## src/rtl/arb_pkg.sv

```systemverilog
// rtl/arb_pkg.sv - shared constants and state encoding for the 4-channel round-robin arbiter
//
// Purpose : channel count, select width and FSM state encoding used by
//           arb_rr4_stream and its rotate-priority picker rr_pick4.
// Ports   : none (package)

package arb_pkg;

  localparam int NCH  = 4;  // number of input channels
  localparam int SELW = 2;  // width of a channel index / mux select

  // ARB  : free to pick a new channel each beat
  // HOLD : a multi-beat packet owns the grant until its last beat is taken
  typedef enum logic {
    ST_ARB  = 1'b0,
    ST_HOLD = 1'b1
  } state_e;

endpackage

```

## src/rtl/rr_pick4.sv

```systemverilog
// rtl/rr_pick4.sv - combinational rotate-priority encoder over four requests
//
// Purpose : returns the first asserted request found when scanning
//           ptr_i, ptr_i+1, ptr_i+2, ptr_i+3 (mod 4).
// Ports   : vld_i [NCH-1:0]  request vector
//           ptr_i [SELW-1:0] index with highest priority this cycle
//           hit_o            at least one request asserted
//           idx_o [SELW-1:0] index of the chosen request (ptr_i when no hit)

module rr_pick4
  import arb_pkg::*;
(
  input  logic [NCH-1:0]  vld_i,
  input  logic [SELW-1:0] ptr_i,
  output logic            hit_o,
  output logic [SELW-1:0] idx_o
);

  logic [SELW-1:0] cand;

  // Scan from the farthest offset down to offset 0 so that the candidate
  // closest to ptr_i is the last one written and therefore wins.
  always_comb begin
    hit_o = 1'b0;
    idx_o = ptr_i;
    cand  = ptr_i;
    for (int k = NCH - 1; k >= 0; k--) begin
      cand = ptr_i + SELW'(k);
      if (vld_i[cand]) begin
        hit_o = 1'b1;
        idx_o = cand;
      end
    end
  end

endmodule

```

## src/rtl/arb_rr4_stream.sv

```systemverilog
// rtl/arb_rr4_stream.sv - 4-channel valid/ready round-robin arbiter with packet lock and registered output
//
// Purpose : picks one of four input streams, locks onto it for the rest of a
//           multi-beat packet, and delivers one registered beat per cycle.
// Ports   : clk                 rising-edge clock
//           rst                 asynchronous active-high reset
//           in_vld  [3:0]       per-channel beat valid
//           in_lst  [3:0]       per-channel last-beat flag (qualified by in_vld)
//           in_rdy  [3:0]       per-channel accept, combinational, one-hot or zero
//           in_dat0..in_dat3    per-channel data
//           out_vld             registered output valid
//           out_rdy             consumer accept
//           out_dat [WIDTH-1:0] registered output data
//           out_lst             registered last flag
//           out_sel [1:0]       registered index of the channel behind out_dat

module arb_rr4_stream
  import arb_pkg::*;
#(
  parameter int WIDTH = 16
) (
  input  logic             clk,
  input  logic             rst,
  input  logic [NCH-1:0]   in_vld,
  input  logic [NCH-1:0]   in_lst,
  output logic [NCH-1:0]   in_rdy,
  input  logic [WIDTH-1:0] in_dat0,
  input  logic [WIDTH-1:0] in_dat1,
  input  logic [WIDTH-1:0] in_dat2,
  input  logic [WIDTH-1:0] in_dat3,
  output logic             out_vld,
  input  logic             out_rdy,
  output logic [WIDTH-1:0] out_dat,
  output logic             out_lst,
  output logic [SELW-1:0]  out_sel
);

  state_e          state_q, state_d;
  logic [SELW-1:0] ptr_q, ptr_d;
  logic [SELW-1:0] own_q, own_d;

  logic             out_vld_q, out_vld_d;
  logic [WIDTH-1:0] out_dat_q, out_dat_d;
  logic             out_lst_q, out_lst_d;
  logic [SELW-1:0]  out_sel_q, out_sel_d;

  logic             pick_hit;
  logic [SELW-1:0]  pick_idx;
  logic             win_hit;
  logic [SELW-1:0]  win_idx;
  logic             ld;
  logic             grant;
  logic             sel_lst;
  logic [WIDTH-1:0] sel_dat;

  rr_pick4 u_pick (
    .vld_i (in_vld),
    .ptr_i (ptr_q),
    .hit_o (pick_hit),
    .idx_o (pick_idx)
  );

  // Winner, accept and data selection.
  always_comb begin
    // Output register can take a beat when empty or being drained this cycle.
    ld = ~out_vld_q | out_rdy;

    // While locked, only the owner may be granted; others stall even if valid.
    if (state_q == ST_HOLD) begin
      win_idx = own_q;
      win_hit = in_vld[own_q];
    end else begin
      win_idx = pick_idx;
      win_hit = pick_hit;
    end

    grant  = ld & win_hit;
    in_rdy = '0;
    if (grant) begin
      in_rdy[win_idx] = 1'b1;
    end

    sel_lst = in_lst[win_idx];
    case (win_idx)
      2'd0:    sel_dat = in_dat0;
      2'd1:    sel_dat = in_dat1;
      2'd2:    sel_dat = in_dat2;
      default: sel_dat = in_dat3;
    endcase
  end

  // FSM next state and pointer/owner updates.
  always_comb begin
    state_d = state_q;
    ptr_d   = ptr_q;
    own_d   = own_q;
    if (grant) begin
      if (sel_lst) begin
        // Packet complete: the channel after the winner gets first look next time.
        state_d = ST_ARB;
        ptr_d   = win_idx + 2'd1;
      end else begin
        state_d = ST_HOLD;
        own_d   = win_idx;
      end
    end
  end

  // Output register next state.
  always_comb begin
    out_vld_d = out_vld_q;
    out_dat_d = out_dat_q;
    out_lst_d = out_lst_q;
    out_sel_d = out_sel_q;
    if (grant) begin
      out_vld_d = 1'b1;
      out_dat_d = sel_dat;
      out_lst_d = sel_lst;
      out_sel_d = win_idx;
    end else if (out_rdy) begin
      out_vld_d = 1'b0;
    end
  end

  always_ff @(posedge clk or posedge rst) begin
    if (rst) begin
      state_q   <= ST_ARB;
      ptr_q     <= '0;
      own_q     <= '0;
      out_vld_q <= 1'b0;
      out_dat_q <= '0;
      out_lst_q <= 1'b0;
      out_sel_q <= '0;
    end else begin
      state_q   <= state_d;
      ptr_q     <= ptr_d;
      own_q     <= own_d;
      out_vld_q <= out_vld_d;
      out_dat_q <= out_dat_d;
      out_lst_q <= out_lst_d;
      out_sel_q <= out_sel_d;
    end
  end

  assign out_vld = out_vld_q;
  assign out_dat = out_dat_q;
  assign out_lst = out_lst_q;
  assign out_sel = out_sel_q;

endmodule

```

## config.mk

```make
export PLATFORM = sky130hd
export DESIGN_NAME = arb_rr4_stream
export DESIGN_NICKNAME = d
export VERILOG_FILES = /design/src/rtl/arb_pkg.sv /design/src/rtl/rr_pick4.sv /design/src/rtl/arb_rr4_stream.sv
export SDC_FILE = /design/constraint.sdc
export NUM_CORES = 1
export LEC_CHECK = 0
export CAP_MARGIN = 20
export CORE_MARGIN = 3
export CORE_UTILIZATION = 34
export DETAILED_ROUTE_END_ITERATION = 12
export MAX_ROUTING_LAYER = met4
export PLACE_DENSITY = 0.79
export SYNTH_ARGS = -nofsm -noshare
export SYNTH_HDL_FRONTEND = slang
export SYNTH_HIERARCHICAL = 1
export SYNTH_SLANG_ARGS = --single-unit
```

## constraint.sdc

```tcl
create_clock -name clk -period 3.2 [get_ports clk]
set_clock_uncertainty 0.15 [all_clocks]
set_input_delay 0.64 -clock clk [delete_from_list [all_inputs] [get_ports clk]]
set_output_delay 0.64 -clock clk [all_outputs]
set_load 0.02 [all_outputs]
```

==> out/results.tsv, run 1 <==
metric	value	unit
status	complete, no violations	
first-pass GRT wire length	8.266	mm
vias post-DR	1747	
most frequent cells in the layout	clkdlybuf4s50_1, dfrtp_1, buf_4, nand2_1, o21ai_0	
row count	24	
synth top area cells	dfrtp_1, a222oi_1, mux2_2, mux2_4, o21ai_0	
Port Buffer Count	98	
worst path buffer plus inverter count	4	
Post-Syn Area	0.001659	mm^2
async set-reset flop share out of synthesis	100.0	%
initial drt markers	146	
CTS Sinks	25	
crit-path max cell delay	0.29	ns
pwr dens	941.1	mW/mm^2
clk slew on worst S/H paths	0.09	ns
DR DRC count	0	
Post-Synthesis Cells	158	
num ports	99	
total core area	0.004534	mm^2
Synth Flop Type	dfrtp_1	
Clk Latency, worst-skew pair	0.27	ns
cell leakage power	1.218	nW
endpoints failing setup	0	
Top Family by Delay on Critical Path	buffers and inverters	
Synth Register Bits	25	
number of max-cap violations	0	
share of the synthesized area in the top cell type	37.71	%
CTS Hold Bufs	0	
fin cells	336	
NumNets Final	352	
dpl ws	-0.6141	ns
CTS Buf Count	3	
initial antenna violation count	0	
layout cell share with drive strength beyond 1	24.72	%
Most Frequent Cell on Critical Path	buf_4	
Least-Margin Pin Slew	0.6337	ns
CP arrival	2.35	ns
critical-path cell list	dlygate4sd2_1 > buf_4 > nor2_1 > a21oi_1 > o221a_2 > mux2i_4 > buf_4 > ha_2 > and3_1 > buf_6	
Ant. Diodes	0	
Slew headroom	57.66	%
CTS tree	yes	
WP data required	2.41	ns
EDFF count, synth	0	
GRT Overall Usage	19.48	%
worst vdd ir	0.0003939	V
minimum clock period	3.137	ns
antenna-violating nets left	0	
GR Overflow Total	0	
Crit Path Category	input port to output pin	
crit-path max FO	6	
Die X	75.86	um
DP Cell Count	326	
CTS Root Buffer Type	clkbuf_8	
synth-to-layout area growth	75.79	%
Final Instance Area	0.002917	mm^2
startpoint types	input port	
period utilization	98.04	%
Synth area leader	dfrtp_1	
CTS H-tree lvls	1	
Placed Area	0.002803	mm^2
sequential-to-total area share from yosys stat	37.71	%
DR pass1 iterations	5	
worst-case clock buffer depth	2	
Netlist cell types	34	
Hold Crit Class	register to register	
Synth Area per Inst	10.50	um^2
Starting Density	36.59	%
Slew Viols, Final	0	
largest net degree at the start of global routing	33	
die footprint	0.005754	mm^2
vias per cell	5.199	
number of global-route vias before repair	1768	
Final Hold Fails	0	
height of the chip	75.86	um
FMAX	318.8	MHz
Routed WL	5.342	mm
Synth Net Count	238	
slowest stage cell on the critical path	o221a_2	
drt wl/cell	15.90	um
Crit. End Element	output pin	
yosys warns	6	
final setup margin	0.06283	ns
GP Congestion	0.8824	
commonest non-fill, non-tap cell in the layout	clkdlybuf4s50_1	
placed wire-length estimate	4.077	mm
[cell type report]
cell class	instances	area, um^2
well taps	65	81.33
flip-flops and latches	25	625.6
clock buffers	3	41.29
repair buffers	121	1169
inverters	4	15.01
fillers	392	1618
clock inverters	1	7.507
multi-input cells	117	977.2
[cell families after synthesis]
logic type | share of synthesized area [%]
fa+ha+maj | 3.771
buf+inv | 4.525
flops | 37.71
mux | 21.27
simple gates | 11.92
compound gates | 20.81
[path summary, 6_finish.rpt]
path / start / to / slack (ns) / depth (start not counted)
max in group asynchronous: rst / out_vld / 1.92 / 3
min: out_dat[8] / out_dat[8] / 0.36 / 1
max: in_vld[3] / in_rdy[0] / 0.06 / 10
min in group asynchronous: rst / out_dat[12] / 0.52 / 2
max reg2reg: ptr_q[1] / out_dat[12] / 0.37 / 10
min reg2reg: out_dat[8] / out_dat[8] / 0.36 / 1
[power breakdown]
group	total [mW]	internal [mW]	switching, mW	leakage [nW]
sequential	0.597	0.480	0.117	0.301
clock	0.200	0.0885	0.112	0.0217
combinational	1.95	1.04	0.904	0.896
[flip-flops by register name, indices dropped and copies added (netlist names)]
name     cells
out_dat     16
out_lst      1
out_sel      2
out_vld      1
own_q        2
ptr_q        2
state_q      1
[cells in the mapped netlist, types with 2 or more instances]
master and count:
and2b_2 2, nand2_1 20, a222oi_1 16, mux4_2 2, a31oi_1 2, and3_1 4, nor2_1 2, a21oi_1 7
o31ai_1 2, inv_1 3, ha_1 5, dfrtp_1 25, buf_6 2, o21ai_0 19, clkbuf_1 10, mux2i_1 2
mux2_2 12, mux2_4 7
[through the flow]
step                hold slack, ns  util (%)  total power, mW  setup TNS [ns]
finish                      0.3612     64.32            2.745               0
global route                0.3913     64.32            2.958        -0.01325
CTS                         0.3680     63.58            2.745               0
detailed placement          0.3460     61.81            2.483          -8.087
global placement            0.3391     61.81            2.427          -6.691
floorplan                   0.3389         -            1.746               0
[metal layers]
metal  vias up  part of all wire, %  track usage (%)
li1        835                    -                -
met4         0                 0.80            5.437
met2        74                   51            32.60
met3         4                  8.3            5.145
met5         -                    0                -
met1       834                   40            22.95
[what timing repair did]
action | in CTS | in global routing
resized for setup | 24 | 6
pin swaps | 1 | 0
buffers inserted | 4 | 1
endpoints found under the setup margin | 12 | 4
No activity file was read; power rests on OpenSTA's default activity.
==> run 2, diff against run 1 <==
--- a/config.mk
+++ b/config.mk
@@ -11,6 +11,7 @@
 export DETAILED_ROUTE_END_ITERATION = 12
 export MAX_ROUTING_LAYER = met4
 export PLACE_DENSITY = 0.79
+export RECOVER_POWER = 100
 export SYNTH_ARGS = -nofsm -noshare
 export SYNTH_HDL_FRONTEND = slang
 export SYNTH_HIERARCHICAL = 1
==> out/results.tsv, run 2 (synthesized netlist as in run 1, its figures left out) <==
metric	value	unit	change
CTS H-tree lvls	1		unchanged
CTS Root Buffer Type	clkbuf_8		unchanged
DR DRC count	0		unchanged
status	complete, no violations		unchanged
GP Congestion	0.8824		unchanged
max reg flops	16		unchanged
final setup margin	0.07507	ns	was 0.06283 ns
R2R depth	10		unchanged
GRT Overall Usage	19.48	%	unchanged
synth-to-layout area growth	73.30	%	was 75.79%
hold path cells	1		unchanged
cell leakage power	1.223	nW	was 1.218 nW
Final Hold Fails	0		unchanged
worst path buffer plus inverter count	4		unchanged
Routed WL	5.381	mm	was 5.342 mm
Slew Viols, Final	0		unchanged
die footprint	0.005754	mm^2	unchanged
CTS Buf Count	3		unchanged
antenna-violating nets left	0		unchanged
critical-path cell list	dlygate4sd2_1 > buf_4 > nor2_1 > a21oi_1 > o221a_2 > mux2i_4 > buf_4 > ha_2 > and3_1 > buf_6		unchanged
NumNets Final	352		unchanged
met3 usage in global routing	5.145	%	unchanged
worst vdd ir	0.0003912	V	was 0.0003939 V
Port Buffer Count	98		unchanged
pwr dens	929.4	mW/mm^2	was 941.1 mW/mm^2
period utilization	97.65	%	was 98.04%
worst-case clock buffer depth	2		unchanged
number of max-cap violations	0		unchanged
startpoint types	input port		unchanged
Hold Crit Class	register to register		unchanged
slowest stage cell on the critical path	o221a_2		unchanged
CP arrival	2.33	ns	was 2.35 ns
largest net degree at the start of global routing	33		unchanged
DP Cell Count	326		unchanged
vias per cell	5.274		was 5.199
minimum clock period	3.125	ns	was 3.137 ns
total core area	0.004534	mm^2	unchanged
endpoints failing setup	0		unchanged
crit-path max FO	6		unchanged
Most Frequent Cell on Critical Path	buf_4		unchanged
number of global-route vias before repair	1768		unchanged
dpl ws	-0.6141	ns	unchanged
Crit Path Category	input port to output pin		unchanged
WHS	0.3557	ns	was 0.3612 ns
num ports	99		unchanged
Slew headroom	26.57	%	was 57.66%
M1 GR Usage	22.95	%	unchanged
Crit. End Element	output pin		unchanged
Least-Margin Pin Slew	1.100	ns	was 0.6337 ns
commonest non-fill, non-tap cell in the layout	clkdlybuf4s50_1		unchanged
row count	24		unchanged
initial antenna violation count	0		unchanged
met2 usage	32.60	%	unchanged
Layout Utilization	63.41	%	was 64.32%
initial drt markers	132		was 146
FMAX	320.0	MHz	was 318.8 MHz
most frequent cells in the layout	clkdlybuf4s50_1, dfrtp_1, buf_4, dlygate4sd3_1, nand2_1		was clkdlybuf4s50_1, dfrtp_1, buf_4, nand2_1, o21ai_0
GR Overflow Total	0		unchanged
drt wl/cell	16.01	um	was 15.90 um
Top Family by Delay on Critical Path	buffers and inverters		unchanged
fin cells	336		unchanged
CTS tree	yes		unchanged
Ant. Diodes	0		unchanged
Starting Density	36.59	%	unchanged
layout cell share with drive strength beyond 1	23.25	%	was 24.72%
GR peak layer	met2		unchanged
crit-path max cell delay	0.29	ns	about the same
Clk Latency, worst-skew pair	0.28	ns	was 0.27 ns
DR pass1 iterations	4		was 5
first-pass GRT wire length	8.266	mm	unchanged
placed wire-length estimate	4.077	mm	unchanged
height of the chip	75.86	um	unchanged
WP data required	2.41	ns	about the same
CTS Sinks	25		unchanged
WP depth	10		unchanged
vias post-DR	1772		was 1747
Die X	75.86	um	unchanged
clk slew on worst S/H paths	0.09	ns	about the same
run 2: cell types whose count changed in the layout (fill, tap and decap cells not counted), sizes merged:
| cell | change |
|---|---|
| clkbuf | +1 |
| buf | -1 |
| dlygate4sd3 | +21 |
| clkdlybuf4s50 | -21 |
run 2: routing by layer:
layer  up-vias  routed length, um
met1       844               2113
met4         0                 49
met2        89               2742
met3         4                475
li1        835                  -
met5         -                  0
run 2: path summary, 6_finish.rpt:
path | start | slack (ns) | endpoint
max | in_vld[3] | 0.08 | in_rdy[0]
min | out_dat[8] | 0.36 | out_dat[8]
max reg2reg | ptr_q[1] | 0.38 | out_dat[14]
min reg2reg | out_dat[8] | 0.36 | out_dat[8]
max in group asynchronous | rst | 1.14 | out_vld
min in group asynchronous | rst | 0.62 | out_dat[12]
run 2: report_power, final:
| part | internal, mW | total [mW] | leakage [nW] | switching [mW] |
|---|---|---|---|---|
| registers | 0.479 | 0.587 | 0.301 | 0.107 |
| clock network | 0.0885 | 0.200 | 0.0217 | 0.112 |
| logic | 0.982 | 1.89 | 0.901 | 0.904 |
run 2: final cells by class:
cell class	instances	area [um^2]
clock inverter	1	7.507
multi-input combinational	117	959.7
fill	397	1659
timing repair buffer	121	1145
tap	65	81.33
sequential	25	625.6
clock buffer	3	41.29
inverter	4	15.01
run 2: per-stage QoR:
| step | cell area, um^2 | TNS, ns | total power [mW] |
|---|---|---|---|
| 2_1_floorplan | 1663 | 0 | 1.746 |
| 3_3_place_gp | 2803 | -6.691 | 2.427 |
| 3_5_place_dp | 2803 | -8.087 | 2.483 |
| 4_1_cts | 2883 | 0 | 2.745 |
| 5_1_grt | 2875 | -0.01242 | 2.880 |
| 6_report | 2875 | 0 | 2.672 |
run 2: timing repair:
action | 4_1_cts | 5_1_grt
endpoints found under the setup margin | 12 | 4
gates resized for setup | 24 | 6
pin swaps | 1 | 0
buffers inserted | 4 | 1
hold buffers | 0 | 0
cloned | 0 | 0
==> run 3, diff against run 2 <==
--- a/config.mk
+++ b/config.mk
@@ -7,10 +7,10 @@
 export LEC_CHECK = 0
 export CAP_MARGIN = 20
 export CORE_MARGIN = 3
-export CORE_UTILIZATION = 34
+export CORE_UTILIZATION = 56
 export DETAILED_ROUTE_END_ITERATION = 12
-export MAX_ROUTING_LAYER = met4
-export PLACE_DENSITY = 0.79
+export DONT_BUFFER_PORTS = 1
+export PLACE_DENSITY = 0.76
 export RECOVER_POWER = 100
 export SYNTH_ARGS = -nofsm -noshare
 export SYNTH_HDL_FRONTEND = slang
==> out/results.tsv, run 3 (synthesized netlist as in run 1, its figures left out) <==
metric	value	unit	change
FMAX	325.6	MHz	was 320.0 MHz
drt wl/cell	22.47	um	was 16.01 um
Max Used Layer	met4		unchanged
RSZ-0062 raised after global routing	true		
CTS H-tree lvls	1		unchanged
largest net degree at the start of global routing	31		was 33
dpl ws	0.1222	ns	was -0.6141 ns
layout cell share with drive strength beyond 1	23.87	%	was 23.25%
WP data required	2.41	ns	about the same
clk slew on worst S/H paths	0.14	ns	was 0.09 ns
Ant. Diodes	0		unchanged
switching share of power	47.50	%	was 42.00%
Tot Pwr	2.065	mW	was 2.672 mW
metal3 WL	379	um	was 475 um
crit-path max cell delay	0.43	ns	was 0.29 ns
commonest non-fill, non-tap cell in the layout	dfrtp_1		was clkdlybuf4s50_1
WHS	0.2521	ns	was 0.3557 ns
period utilization	95.96	%	was 97.65%
row count	19		was 24
startpoint types	register		was input port
CP arrival	2.28	ns	was 2.33 ns
worst path buffer plus inverter count	0		was 4
number of max-cap violations	1		was 0
Clk Latency, worst-skew pair	0.32	ns	was 0.28 ns
max reg flops	16		unchanged
DP Cell Count	181		was 326
GR Overflow Total	0		unchanged
Top Family by Delay on Critical Path	simple AND/OR/NAND/NOR gates		was buffers and inverters
switching pwr	0.9809	mW	was 1.122 mW
clock group share of total power	7.1	%	was 7.5%
violated checks	capacitance limit, slew limit		
Final Instance Area	0.001677	mm^2	was 0.002875 mm^2
cell leakage power	0.6978	nW	was 1.223 nW
CTS Buf Count	3		unchanged
Fin Setup TNS	0	ns	unchanged
synth-to-layout area growth	1.056	%	was 73.30%
Hold Crit Class	input port to async pin		was register to register
CTS Sinks	25		unchanged
minimum clock period	3.071	ns	was 3.125 ns
endpoints failing setup	0		unchanged
height of the chip	60.43	um	was 75.86 um
Slew Viols, Final	20		was 0
status	finished, violations left		was complete, no violations
DR DRC count	0		unchanged
final setup margin	0.1292	ns	was 0.07507 ns
initial antenna violation count	0		unchanged
combinational power share	55.5	%	was 70.6%
critical-path cell list	and2b_1 > o21ai_0 > nand2_1 > mux2i_1 > ha_2 > and3_1		was dlygate4sd2_1 > buf_4 > nor2_1 > a21oi_1 > o221a_2 > mux2i_4 > buf_4 > ha_2 > and3_1 > buf_6
CTS Hold Bufs	0		unchanged
Placed Area	0.001682	mm^2	was 0.002803 mm^2
Port Buffer Count	0		was 98
initial drt markers	99		was 132
CTS tree	yes		unchanged
vias post-DR	1298		was 1772
DR pass1 iterations	7		was 4
number of global-route vias before repair	1370		was 1768
num ports	99		unchanged
Slew headroom	-0.5005	%	was 26.57%
most frequent cells in the layout	dfrtp_1, nand2_1, o21ai_0, a222oi_1, mux2_2		was clkdlybuf4s50_1, dfrtp_1, buf_4, dlygate4sd3_1, nand2_1
Internal	1.084	mW	was 1.550 mW
Starting Density	59.65	%	was 36.59%
antenna-violating nets left	0		unchanged
worst vdd ir	0.0007068	V	was 0.0003912 V
Crit Path Category	register to output pin		was input port to output pin
pwr dens	1232	mW/mm^2	was 929.4 mW/mm^2
total core area	0.002781	mm^2	was 0.004534 mm^2
Final Hold Fails	0		unchanged
placed wire-length estimate	3.121	mm	was 4.077 mm
GRT Overall Usage	23.10	%	was 19.48%
worst-case clock buffer depth	2		unchanged
fin cells	186		was 336
first-pass GRT wire length	6.348	mm	was 8.266 mm
slowest stage cell on the critical path	dfrtp_1		was o221a_2
Metal-1 WL	1.637	mm	was 2.113 mm
GP Congestion	0.8611		was 0.8824
Die X	60.43	um	was 75.86 um
CTS Root Buffer Type	clkbuf_4		was clkbuf_8
Layout Utilization	60.28	%	was 63.41%
Seq pwr share	37.4	%	was 22.0%
crit-path max FO	11		was 6
met2 WL	2.131	mm	was 2.742 mm
Routed WL	4.179	mm	was 5.381 mm
vias per cell	6.978		was 5.274
Least-Margin Pin Slew	1.502	ns	was 1.100 ns
NumNets Final	236		was 352
die footprint	0.003652	mm^2	was 0.005754 mm^2
Crit. End Element	output pin		unchanged
-- run 3: cell types whose count changed in the layout (fill, tap and decap cells not counted), sizes merged --
cell | before | now
buf | 26 | 3
clkbuf | 5 | 6
clkdlybuf4s50 | 69 | 0
clkinvlp | 1 | 0
dlygate4sd2 | 3 | 0
dlygate4sd3 | 21 | 0
-- run 3: final cells by class --
type / count / area [um^2]
fill: 246 / 1105
clock buffer: 4 / 26.28
tap: 31 / 38.79
multi-input combinational: 117 / 927.1
timing repair buffer: 5 / 43.79
inverter: 4 / 15.01
sequential: 25 / 625.6
-- run 3: worst paths after layout --
kind | startpoint | to | slack [ns] | cells past startpoint
setup / recovery | ptr_q[0] | in_rdy[0] | 0.13 | 6
hold / removal | rst | out_dat[12] | 0.25 | 1
setup reg to reg | ptr_q[0] | out_dat[1] | 0.35 | 10
hold reg to reg | own_q[1] | own_q[1] | 0.44 | 1
max in group asynchronous | rst | out_dat[15] | 2.07 | 1
min in group clk | in_dat3[14] | out_dat[14] | 0.41 | 3
-- run 3: what timing repair did --
| item | 4_1_cts | 5_1_grt |
|---|---|---|
| endpoints found under the setup margin | 2 | 4 |
| cloned | 0 | 0 |
| buffers inserted | 0 | 1 |
| gates resized for setup | 2 | 2 |
-- run 3: layer usage --
layer / vias up / global-route usage, %
met5: - / 0
li1: 600 / -
met2: 70 / 37.96
met4: 0 / 7.121
met3: 4 / 6.383
met1: 624 / 29.84
-- run 3: power groups by stage --
stage	logic [mW]	clock network [mW]	registers [mW]
after floorplan	1.02	0	0.724
after global placement	1.15	0	0.779
after detailed placement	1.20	0	0.782
after CTS	1.22	0.153	0.777
after global routing	1.29	0.163	0.796
final	1.15	0.147	0.772
-- run 3: worst register-to-register path, delay by kind of cell (launching register included) --
family          cells  cell delay (ns)
compound gates      3             0.65
fa+ha+maj           1             0.21
buf+inv             2             0.37
flops               1             0.43
mux                 2             0.63
simple gates        2             0.29
